==> src/rtl/fetch_unit.sv <==
// Fetch stage: owns the PC, tracks the one-cycle instruction memory latency and
// buffers returned words in a 2-entry skid FIFO. Optional macro FETCH_MISALIGN_TRAP_EN.
module fetch_unit #(
    parameter logic [31:0] RESET_PC = 32'h0000_0000
) (
    input  logic        clk,
    input  logic        reset,
    output logic [31:0] pc_address,
    input  logic [31:0] instruction,
    input  logic        redirect_valid,
    input  logic [31:0] redirect_target,
    output logic        if_valid,
    input  logic        id_ready,
    output logic [31:0] if_instruction,
    output logic [31:0] if_pc,
    output logic        if_fault
);

    typedef struct packed {
        logic [31:0] pc;
        logic [31:0] instr;
        logic        fault;
    } entry_t;

    entry_t [1:0] entry_q, entry_d;
    logic [1:0]   count_q, count_d;
    logic [31:0]  fetchPc_q, fetchPc_d;
    logic         inflight_q, inflight_d;
    logic [31:0]  inflightPc_q, inflightPc_d;
`ifdef FETCH_MISALIGN_TRAP_EN
    logic         halted_q, halted_d;
    logic         faultPending_q, faultPending_d;
`endif

    logic         pop;
    logic         issue;
    logic         push;
    logic [2:0]   occupancy;
    entry_t       pushEntry;

    // Issue only when the FIFO can still absorb everything already in flight.
    always_comb begin
        pop       = (count_q != 2'd0) & id_ready & ~redirect_valid;
        occupancy = {1'b0, count_q} + {2'b00, inflight_q} - {2'b00, pop};
        issue     = ~redirect_valid & (occupancy < 3'd2);
        push      = ~redirect_valid & inflight_q;
        pushEntry = '{pc: inflightPc_q, instr: instruction, fault: 1'b0};
`ifdef FETCH_MISALIGN_TRAP_EN
        issue     = issue & ~halted_q;
        if (faultPending_q) begin
            push      = ~redirect_valid;
            pushEntry = '{pc: fetchPc_q, instr: 32'h0000_0000, fault: 1'b1};
        end
`endif
    end

    always_comb begin
        fetchPc_d    = fetchPc_q;
        inflight_d   = issue;
        inflightPc_d = issue ? fetchPc_q : inflightPc_q;
        entry_d      = entry_q;
        count_d      = count_q;
`ifdef FETCH_MISALIGN_TRAP_EN
        halted_d       = halted_q;
        faultPending_d = 1'b0;
`endif
        if (redirect_valid) begin
            inflight_d = 1'b0;
            count_d    = 2'd0;
            entry_d    = '0;
`ifdef FETCH_MISALIGN_TRAP_EN
            fetchPc_d      = redirect_target;
            halted_d       = |redirect_target[1:0];
            faultPending_d = |redirect_target[1:0];
`else
            fetchPc_d      = redirect_target & 32'hFFFF_FFFC;
`endif
        end else begin
            if (issue) begin
                fetchPc_d = fetchPc_q + 32'd4;
            end
            // Slot 0 is always the head; a vacated slot is zeroed so empty reads 0.
            case ({push, pop})
                2'b01: begin
                    entry_d[0] = entry_q[1];
                    entry_d[1] = '0;
                    count_d    = count_q - 2'd1;
                end
                2'b10: begin
                    if (count_q == 2'd0) begin
                        entry_d[0] = pushEntry;
                    end else begin
                        entry_d[1] = pushEntry;
                    end
                    count_d = count_q + 2'd1;
                end
                2'b11: begin
                    if (count_q == 2'd1) begin
                        entry_d[0] = pushEntry;
                    end else begin
                        entry_d[0] = entry_q[1];
                        entry_d[1] = pushEntry;
                    end
                end
                default: begin
                end
            endcase
        end
    end

    always_ff @(posedge clk) begin
        if (reset) begin
            fetchPc_q    <= RESET_PC;
            inflight_q   <= 1'b0;
            inflightPc_q <= 32'h0000_0000;
            entry_q      <= '0;
            count_q      <= 2'd0;
`ifdef FETCH_MISALIGN_TRAP_EN
            halted_q       <= 1'b0;
            faultPending_q <= 1'b0;
`endif
        end else begin
            fetchPc_q    <= fetchPc_d;
            inflight_q   <= inflight_d;
            inflightPc_q <= inflightPc_d;
            entry_q      <= entry_d;
            count_q      <= count_d;
`ifdef FETCH_MISALIGN_TRAP_EN
            halted_q       <= halted_d;
            faultPending_q <= faultPending_d;
`endif
        end
    end

    assign pc_address     = fetchPc_q;
    assign if_valid       = (count_q != 2'd0);
    assign if_instruction = entry_q[0].instr;
    assign if_pc          = entry_q[0].pc;
    assign if_fault       = entry_q[0].fault;

endmodule

==> config.mk <==
export PLATFORM = sky130hd
export DESIGN_NAME = fetch_unit
export DESIGN_NICKNAME = d
export VERILOG_FILES = /design/src/rtl/fetch_unit.sv
export SDC_FILE = /design/constraint.sdc
export NUM_CORES = 1
export LEC_CHECK = 0
export BUFFER_PORTS_ARGS = -buffer_cell sky130_fd_sc_hd__buf_2
export CAP_MARGIN = 10
export CORE_MARGIN = 2
export CORE_UTILIZATION = 30
export CTS_CLUSTER_SIZE = 16
export DETAILED_ROUTE_END_ITERATION = 10
export GPL_ROUTABILITY_DRIVEN = 0
export MAX_ROUTING_LAYER = met4
export PLACE_DENSITY_LB_ADDON = 0.2
export SLEW_MARGIN = 20
export SYNTH_ARGS = -nofsm -noshare
export SYNTH_HDL_FRONTEND = slang
export SYNTH_SLANG_ARGS = --single-unit
==> constraint.sdc <==
create_clock -name clk -period 3.55 [get_ports clk]
set_input_delay 0.355 -clock clk [delete_from_list [all_inputs] [get_ports clk]]
set_output_delay 0.355 -clock clk [all_outputs]
set_load 0.005 [all_outputs]
==> out/qor.txt, run 1 <==
Critical path capture point type -> flip-flop
Initial antenna violation count -> 2
CP Class -> reg -> reg
Core Box Area -> 27,800 sq um
Worst Path Required -> 3850 ps
CTS sink cnt -> 187
Routed Antenna Nets -> 0
Sw power -> 1320 uW
Least-Margin Pin Slew -> 1060 ps
Most common cell in the netlist -> dfxtp_1
Die width -> 172 um
Ratio of cells with drive above 1 in the final layout -> 20.5%
I/O Pins -> 166
Largest net degree at the start of global routing -> 130
1st-pass router iterations -> 5
Die Ht -> 172 um
Via count -> 7,248
Synth Register Bits -> 187
Max transition margin -> 29.1%
Cell Area, Synth -> 8470 sq um
Final core occ -> 35.2%
Top_reg_cell synth -> dfxtp_1
Synth cell types -> 50
# hold bufs at CTS -> 0
Sequential area share after synthesis -> 44.2%
Combinational share of power -> 10.3%
Crit share post-route -> 91.9%
Gr usage total -> 16.1%
Avg WL per Cell -> 15.6 um
Die area -> 29,600 sq um
First-pass GRT wire length -> 36.8 mm
# resized after CTS -> 0
Final min period -> 3260 ps
Internal Power -> 3370 uW
Clock skew -> 15.1 ps
Status -> complete, no violations
Nets -> 1,154
RSZ-0062 raised after global routing -> no
Pwr Density -> 480 nW/um^2
Clk network pwr share -> 42.2%
Post-synth top area share -> 44.2%
Clk root buf -> clkbuf_16
Post-DP HPWL -> 14.7 mm
CTS H-Tree Depth -> 4
Ys async rst share -> 0%
Worst setup SP type -> flip-flop
Placed Area -> 9150 sq um
Final Hold Vio Count -> 0
Final TNS setup -> 0 ps
Via-to-Cell Ratio -> 4.93
Clk_lat worst skew -> 440 ps
Final WL -> 23.0 mm
Vias in the first global route -> 6,673
DRC viols -> 0
Cell Rows -> 61
Slew Viols, Final -> 0
Setup repair bufs after CTS -> 0
Lkg Pwr -> 0.00370 uW
Post-synth EDFFs -> 0
Peak VDD IR -> 0.243 mV
Gate Count Post-Synth -> 1,033
Flop pwr share -> 47.5%
Top post-synthesis cells by area -> dfxtp_1, a21oi_1, nand2_1
Final setup fails -> 0
Initial core utilization -> 30.5%
Maximum buffer depth of the clock tree -> 2
Critical Path Fanout Max -> 30
Commonest cells post-synth -> dfxtp_1, nand2_1, a21oi_1
Sw Ratio -> 28.1%
Clock-pin slew on the worst setup and hold paths -> 80 ps
Syn_area_per_cell -> 8.20 sq um
Port Buffers -> 158
Leading area contributor after synthesis -> dfxtp_1
Ys Warns -> 0
Post-route cell area -> 9770 sq um
Hold_ws -> 153 ps
TritonCTS Buffers -> 17
Critical Path AT -> 3560 ps
Max cap viols -> 0
CTS tree -> built
Peak Freq -> 307 MHz
Worst Hold Class -> in -> reg
Iteration-0 DRC Markers -> 347
Overall power -> 4690 uW
Syn-to-layout area delta -> 15.3%
Total grt overflow -> 0
==> critical path, cell delays in order, from the launching register on <==
cell and delay, ps:
dfxtp_1 410, inv_1 60, ha_1 270, nor2_1 110, nand2_1 100, inv_1 100, ha_1 220, nand2b_1 150
fa_1 480, xnor2_4 260, nand2_2 80, buf_4 170, or2_2 500, nand2_1 150, a21oi_1 70
==> flip-flops by register name (all words and copies together) (netlist names) <==
signal / cells
if_instruction: 32
count_q: 2
entry_q: 62
inflight_q: 1
if_pc: 30
inflightPc_q: 30
pc_address: 30
==> metrics by stage <==
stage | cells | setup WS (ps)
2_1_floorplan | 1037 | 114
3_3_place_gp | 1437 | 306
3_5_place_dp | 1437 | 260
4_1_cts | 1469 | 257
5_1_grt | 1471 | 37.4
6_report | 1471 | 289
==> path summary, 6_finish.rpt <==
path                                                from                           end  slack (ps)  cells after the start
worst max-delay path             count_q[0]$_SDFFE_PP0P_  inflightPc_q[2]$_SDFFE_PP0P_         290                     14
worst min-delay path                  redirect_target[2]    pc_address[2]$_SDFFE_PP0P_         150                      3
worst max register to register   count_q[0]$_SDFFE_PP0P_  inflightPc_q[2]$_SDFFE_PP0P_         290                     14
worst min register to register  entry_q[69]$_SDFFE_PP0P_      entry_q[69]$_SDFFE_PP0P_         450                      2
==> cell type report <==
type / count / area (sq um)
Fill cell: 2974 / 18000
Multi-Input combinational cell: 669 / 3860
Sequential cell: 187 / 3740
Timing Repair Buffer: 178 / 978
Tap cell: 378 / 473
Clock buffer: 18 / 439
Clock inverter: 14 / 176
Inverter: 25 / 93.8
Antenna cell: 2 / 5.00
==> cells by family after synthesis <==
family                     count (synthesis)  share of synthesized area (%)
and+or+nand+nor                          383                           21.0
AOI/OAI and AO/OA                        240                           18.8
DFF                                      187                           44.2
buffers and inverters                    181                           11.1
xor gates and xnor gates                  27                           3.01
adders and majority gates                  8                           1.27
muxes                                      6                          0.709
other                                      1                         0.0443
==> layout by cell type, fill, tap and decap left out, drive strengths merged, types with 3 or more instances in the layout <==
cell type  count
nand3         40
inv           32
xor2          17
o21a          14
or2            3
dfxtp        187
a21o           4
a32oi         32
and4           5
ha             7
nand4         42
nor2          78
clkbuf        18
nor3          41
o21ai          8
a31oi          3
conb           5
a221oi        31
a211oi        32
nor2b          6
a21oi        110
nor4           3
xnor2         10
or3            3
and3           5
buf          178
nand2        145
mux2i          6
clkinv         6
==> power by group through the flow <==
stage | registers, uW | logic, uW | clock network, uW
after floorplan | 2260 | 331 | 0
after global placement | 2280 | 490 | 0
after detailed placement | 2280 | 491 | 0
after CTS | 2230 | 492 | 2050
after global routing | 2240 | 545 | 2140
final | 2230 | 484 | 1980
==> per-layer routing <==
metal  part of all wire, %  up-vias  global-route usage, %
met1                    49     3338                   22.2
met2                    44      219                   24.3
met4                   1.1        0                   4.53
met5                     0        -                      -
met3                   5.6       15                   2.95
li1                      -     3676                      -
Note: power is estimated with default switching activity, not from simulation.
==> run 2, diff against run 1 <==
--- a/config.mk
+++ b/config.mk
@@ -5,6 +5,7 @@
 export SDC_FILE = /design/constraint.sdc
 export NUM_CORES = 1
 export LEC_CHECK = 0
+export ABC_AREA = 1
 export BUFFER_PORTS_ARGS = -buffer_cell sky130_fd_sc_hd__buf_2
 export CAP_MARGIN = 10
 export CORE_MARGIN = 2
==> run 2 against run 1 <==
Worst hold slack gained 40 ps. Area after synthesis grew 9.6%. Non-clock buffer count grew 3. Register-to-register slack gained 180 ps. Count of clock-buffer cells in the layout grew 2. Core utilization shrank 0.38 points. Global-route usage grew 0.074 points. Largest power group unchanged. Sequential share of layout area shrank 3.0 points. Sequential power is essentially flat. Final cell count grew 18%.
==> out/qor.txt, run 2 <==
Sw Ratio -> 27.6% (-0.53 points)
Peak Freq -> 324 MHz (+5.7%)
Critical Path AT -> 3430 ps (-130 ps)
Total grt overflow -> 0 (unchanged)
Largest net degree at the start of global routing -> 127 (-2.3%)
Commonest non-fill, non-tap cell in the layout -> nand2_1
Routed Antenna Nets -> 0 (unchanged)
CTS tree -> built
Avg WL per Cell -> 14.8 um (-5.1%)
Final TNS setup -> 0 ps (unchanged)
Syn-to-layout area delta -> 14.3%
Slowest CP cell -> dfxtp_1
Final min period -> 3090 ps (-176 ps)
Initial antenna violation count -> 0 (-2)
Clock-pin slew on the worst setup and hold paths -> 80 ps (about the same)
Die Ht -> 180 um (+4.6%)
Initial core utilization -> 30.4% (-0.066 points)
Cell Rows -> 64 (+4.9%)
First-pass GRT wire length -> 41.6 mm (+13%)
Clock skew -> 13.7 ps (-1.39 ps)
TritonCTS Buffers -> 17 (unchanged)
Final Hold Vio Count -> 0 (unchanged)
CP Class -> reg -> reg
Gate Count Post-Synth -> 1,277 (+24%)
Clk network pwr share -> 40.7% (-1.5 points)
Via-to-Cell Ratio -> 4.72 (-4.2%)
DRC viols -> 0 (unchanged)
Critical Path Fanout Max -> 14 (-53%)
Ratio of cells with drive above 1 in the final layout -> 17.6% (-3.0 points)
Synth Register Bits -> 187 (unchanged)
Clk_lat worst skew -> 440 ps (about the same)
Sequential area share after synthesis -> 40.3% (-3.9 points)
Max transition margin -> 54.5% (+25 points)
Biggest register -> entry_q
Cell Area, Synth -> 9290 sq um (+9.6%)
Die area -> 32,400 sq um (+9.4%)
Final core occ -> 34.8% (-0.38 points)
Die width -> 180 um (+4.6%)
RSZ-0062 raised after global routing -> no
Final WL -> 25.8 mm (+12%)
Post-DP HPWL -> 16.9 mm (+15%)
Port Buffers -> 158 (unchanged)
Status -> complete, no violations
Commonest cells post-synth -> nand2_1, dfxtp_1, inv_1
Combinational share of power -> 12.0% (+1.7 points)
Pwr Density -> 451 nW/um^2 (-6.1%)
Most frequent cells in the layout -> nand2_1, dfxtp_1, inv_1
Worst Path Required -> 3890 ps (+40 ps)
Flop pwr share -> 47.2% (-0.3 points)
Leading area contributor after synthesis -> dfxtp_1
Least-Margin Pin Slew -> 681 ps (-383 ps)
Crit path cell chain -> inv_2, ha_1, inv_1, nand3_1, inv_1, ha_1, or2_2, fa_1, inv_1, nand2_1, nand2_1, nand2_1, nand2_4, inv_2, nand2_1, nand2_1, inv_1, nand3_1, nand2_1, inv_1
I/O Pins -> 166 (unchanged)
Max cap viols -> 0 (unchanged)
Vias in the first global route -> 7,652 (+15%)
# hold bufs at CTS -> 0 (unchanged)
Fillcell total -> 3,263 (+9.7%)
Crit share post-route -> 86.9% (-4.9 points)
Worst setup SP type -> flip-flop
Ys Warns -> 0 (unchanged)
Cells after DPL -> 1,708 (+19%)
Internal Power -> 3460 uW (+2.7%)
Slew Viols, Final -> 0 (unchanged)
CTS sink cnt -> 187 (unchanged)
Syn_area_per_cell -> 7.27 sq um (-11%)
N_diodes -> 0 (-2)
Gr usage total -> 16.2% (+0.074 points)
CTS H-Tree Depth -> 4 (unchanged)
1st-pass router iterations -> 5 (unchanged)
Worst Hold Class -> in -> reg
Core Box Area -> 30,500 sq um (+9.8%)
Delay-heaviest family, CP -> simple AND/OR/NAND/NOR gates
Worst Path Buf+Inv -> 7 (+4)
Critical path capture point type -> flip-flop
Multi-input logic area -> 3980 sq um (+3.2%)
Non-filler instance count after layout -> 1,740 (+18%)
Max FFs per register -> 62 (unchanged)
Iteration-0 DRC Markers -> 552 (+59%)
Peak VDD IR -> 0.347 mV (+42%)
Via count -> 8,216 (+13%)
Most used cell, CP -> nand2_1
Clk root buf -> clkbuf_16
Nets -> 1,407 (+22%)
Top post-synthesis cells by area -> dfxtp_1, nand2_1, inv_1
Most common cell in the netlist -> nand2_1
Post-synth EDFFs -> 0 (unchanged)
Top_reg_cell synth -> dfxtp_1
Maximum buffer depth of the clock tree -> 2 (unchanged)
Sw power -> 1320 uW (about the same)
Ys async rst share -> 0% (unchanged)
Max stage delay on crit path -> 400 ps (-100 ps)
Storage cell area -> 3740 sq um (unchanged)
Lkg Pwr -> 0.00458 uW (+24%)
Synth cell types -> 34 (-32%)
Final setup fails -> 0 (unchanged)
Post-synth top area share -> 40.3% (-3.9 points)
[run 2: cell types whose count changed after synthesis, moves of 30 or more]
cell	delta
nor2_1	+52
a221oi_1	-30
o221ai_1	+62
a32oi_1	-32
clkbuf_1	-50
nand4_1	-33
o211ai_1	+65
buf_2	+43
o21ai_0	+104
nor3_1	-33
inv_1	+160
a211oi_1	-32
nand2_1	+60
[run 2: cells by family after synthesis]
| group | synth area share (%) |
|---|---|
| buf+inv | 17.4 |
| compound gates | 22.7 |
| flops | 40.3 |
| xor+xnor | 0.660 |
| other cells | 0.0404 |
| fa+ha+maj | 1.16 |
| simple gates | 17.8 |
[run 2: worst register-to-register path: stages, from the launching register on]
cell and delay [ps]:
dfxtp_1 400, inv_2 80, ha_1 190, inv_1 130
nand3_1 150, inv_1 110, ha_1 220, or2_2 300
fa_1 380, inv_1 60, nand2_1 50, nand2_1 80
nand2_1 150, nand2_4 200, inv_2 160, nand2_1 90
nand2_1 50, inv_1 50, nand3_1 70, nand2_1 50
inv_1 40
[run 2: power by group through the flow]
stage | combinational (uW) | clock (uW) | sequential [uW]
finish | 576 | 1950 | 2260
detailed placement | 579 | 0 | 2310
global placement | 575 | 0 | 2310
CTS | 582 | 2020 | 2260
floorplan | 389 | 0 | 2290
global route | 650 | 2100 | 2270
[run 2: final cells by class]
cell class              count  share of cell area [%]
well taps                 396                    4.67
flip-flops and latches    187                    35.3
clock inverters            12                    1.33
repair buffers            181                    10.3
clock buffers              20                    4.21
inverters                 190                    6.72
multi-input cells         754                    37.5
[run 2: worst paths after layout]
path | from | to | slack (ps) | cells past startpoint
max | count_q[1]$_SDFFE_PP0P_ | pc_address[28]$_SDFFE_PP0P_ | 460 | 20
max reg2reg | count_q[1]$_SDFFE_PP0P_ | pc_address[28]$_SDFFE_PP0P_ | 460 | 20
min | redirect_target[9] | pc_address[9]$_SDFFE_PP0P_ | 190 | 3
min reg2reg | entry_q[126]$_SDFFE_PP0P_ | entry_q[126]$_SDFFE_PP0P_ | 450 | 2
[run 2: repair_timing]
action                                  4_1_cts  5_1_grt
endpoints found under the setup margin        0        1
gates resized for setup                       0        1
buffers inserted                              0        0
[run 2: per-layer routing]
layer	vias up	GRT usage (%)	wire length, um
li1	4248	-	-
met1	3722	23.9	13700
met2	232	22.8	10700
met3	14	2.84	1260
met4	0	3.74	244
met5	-	-	0
[run 2: through the flow]
step | hold WS (ps) | instance area [sq um] | setup WS [ps] | power, uW
after floorplan | 429 | 9300 | 758 | 2680
after global placement | 439 | 10000 | 339 | 2880
after detailed placement | 444 | 10000 | 314 | 2890
after CTS | 166 | 10600 | 324 | 4860
after global routing | 184 | 10600 | 122 | 5020
final | 193 | 10600 | 464 | 4780
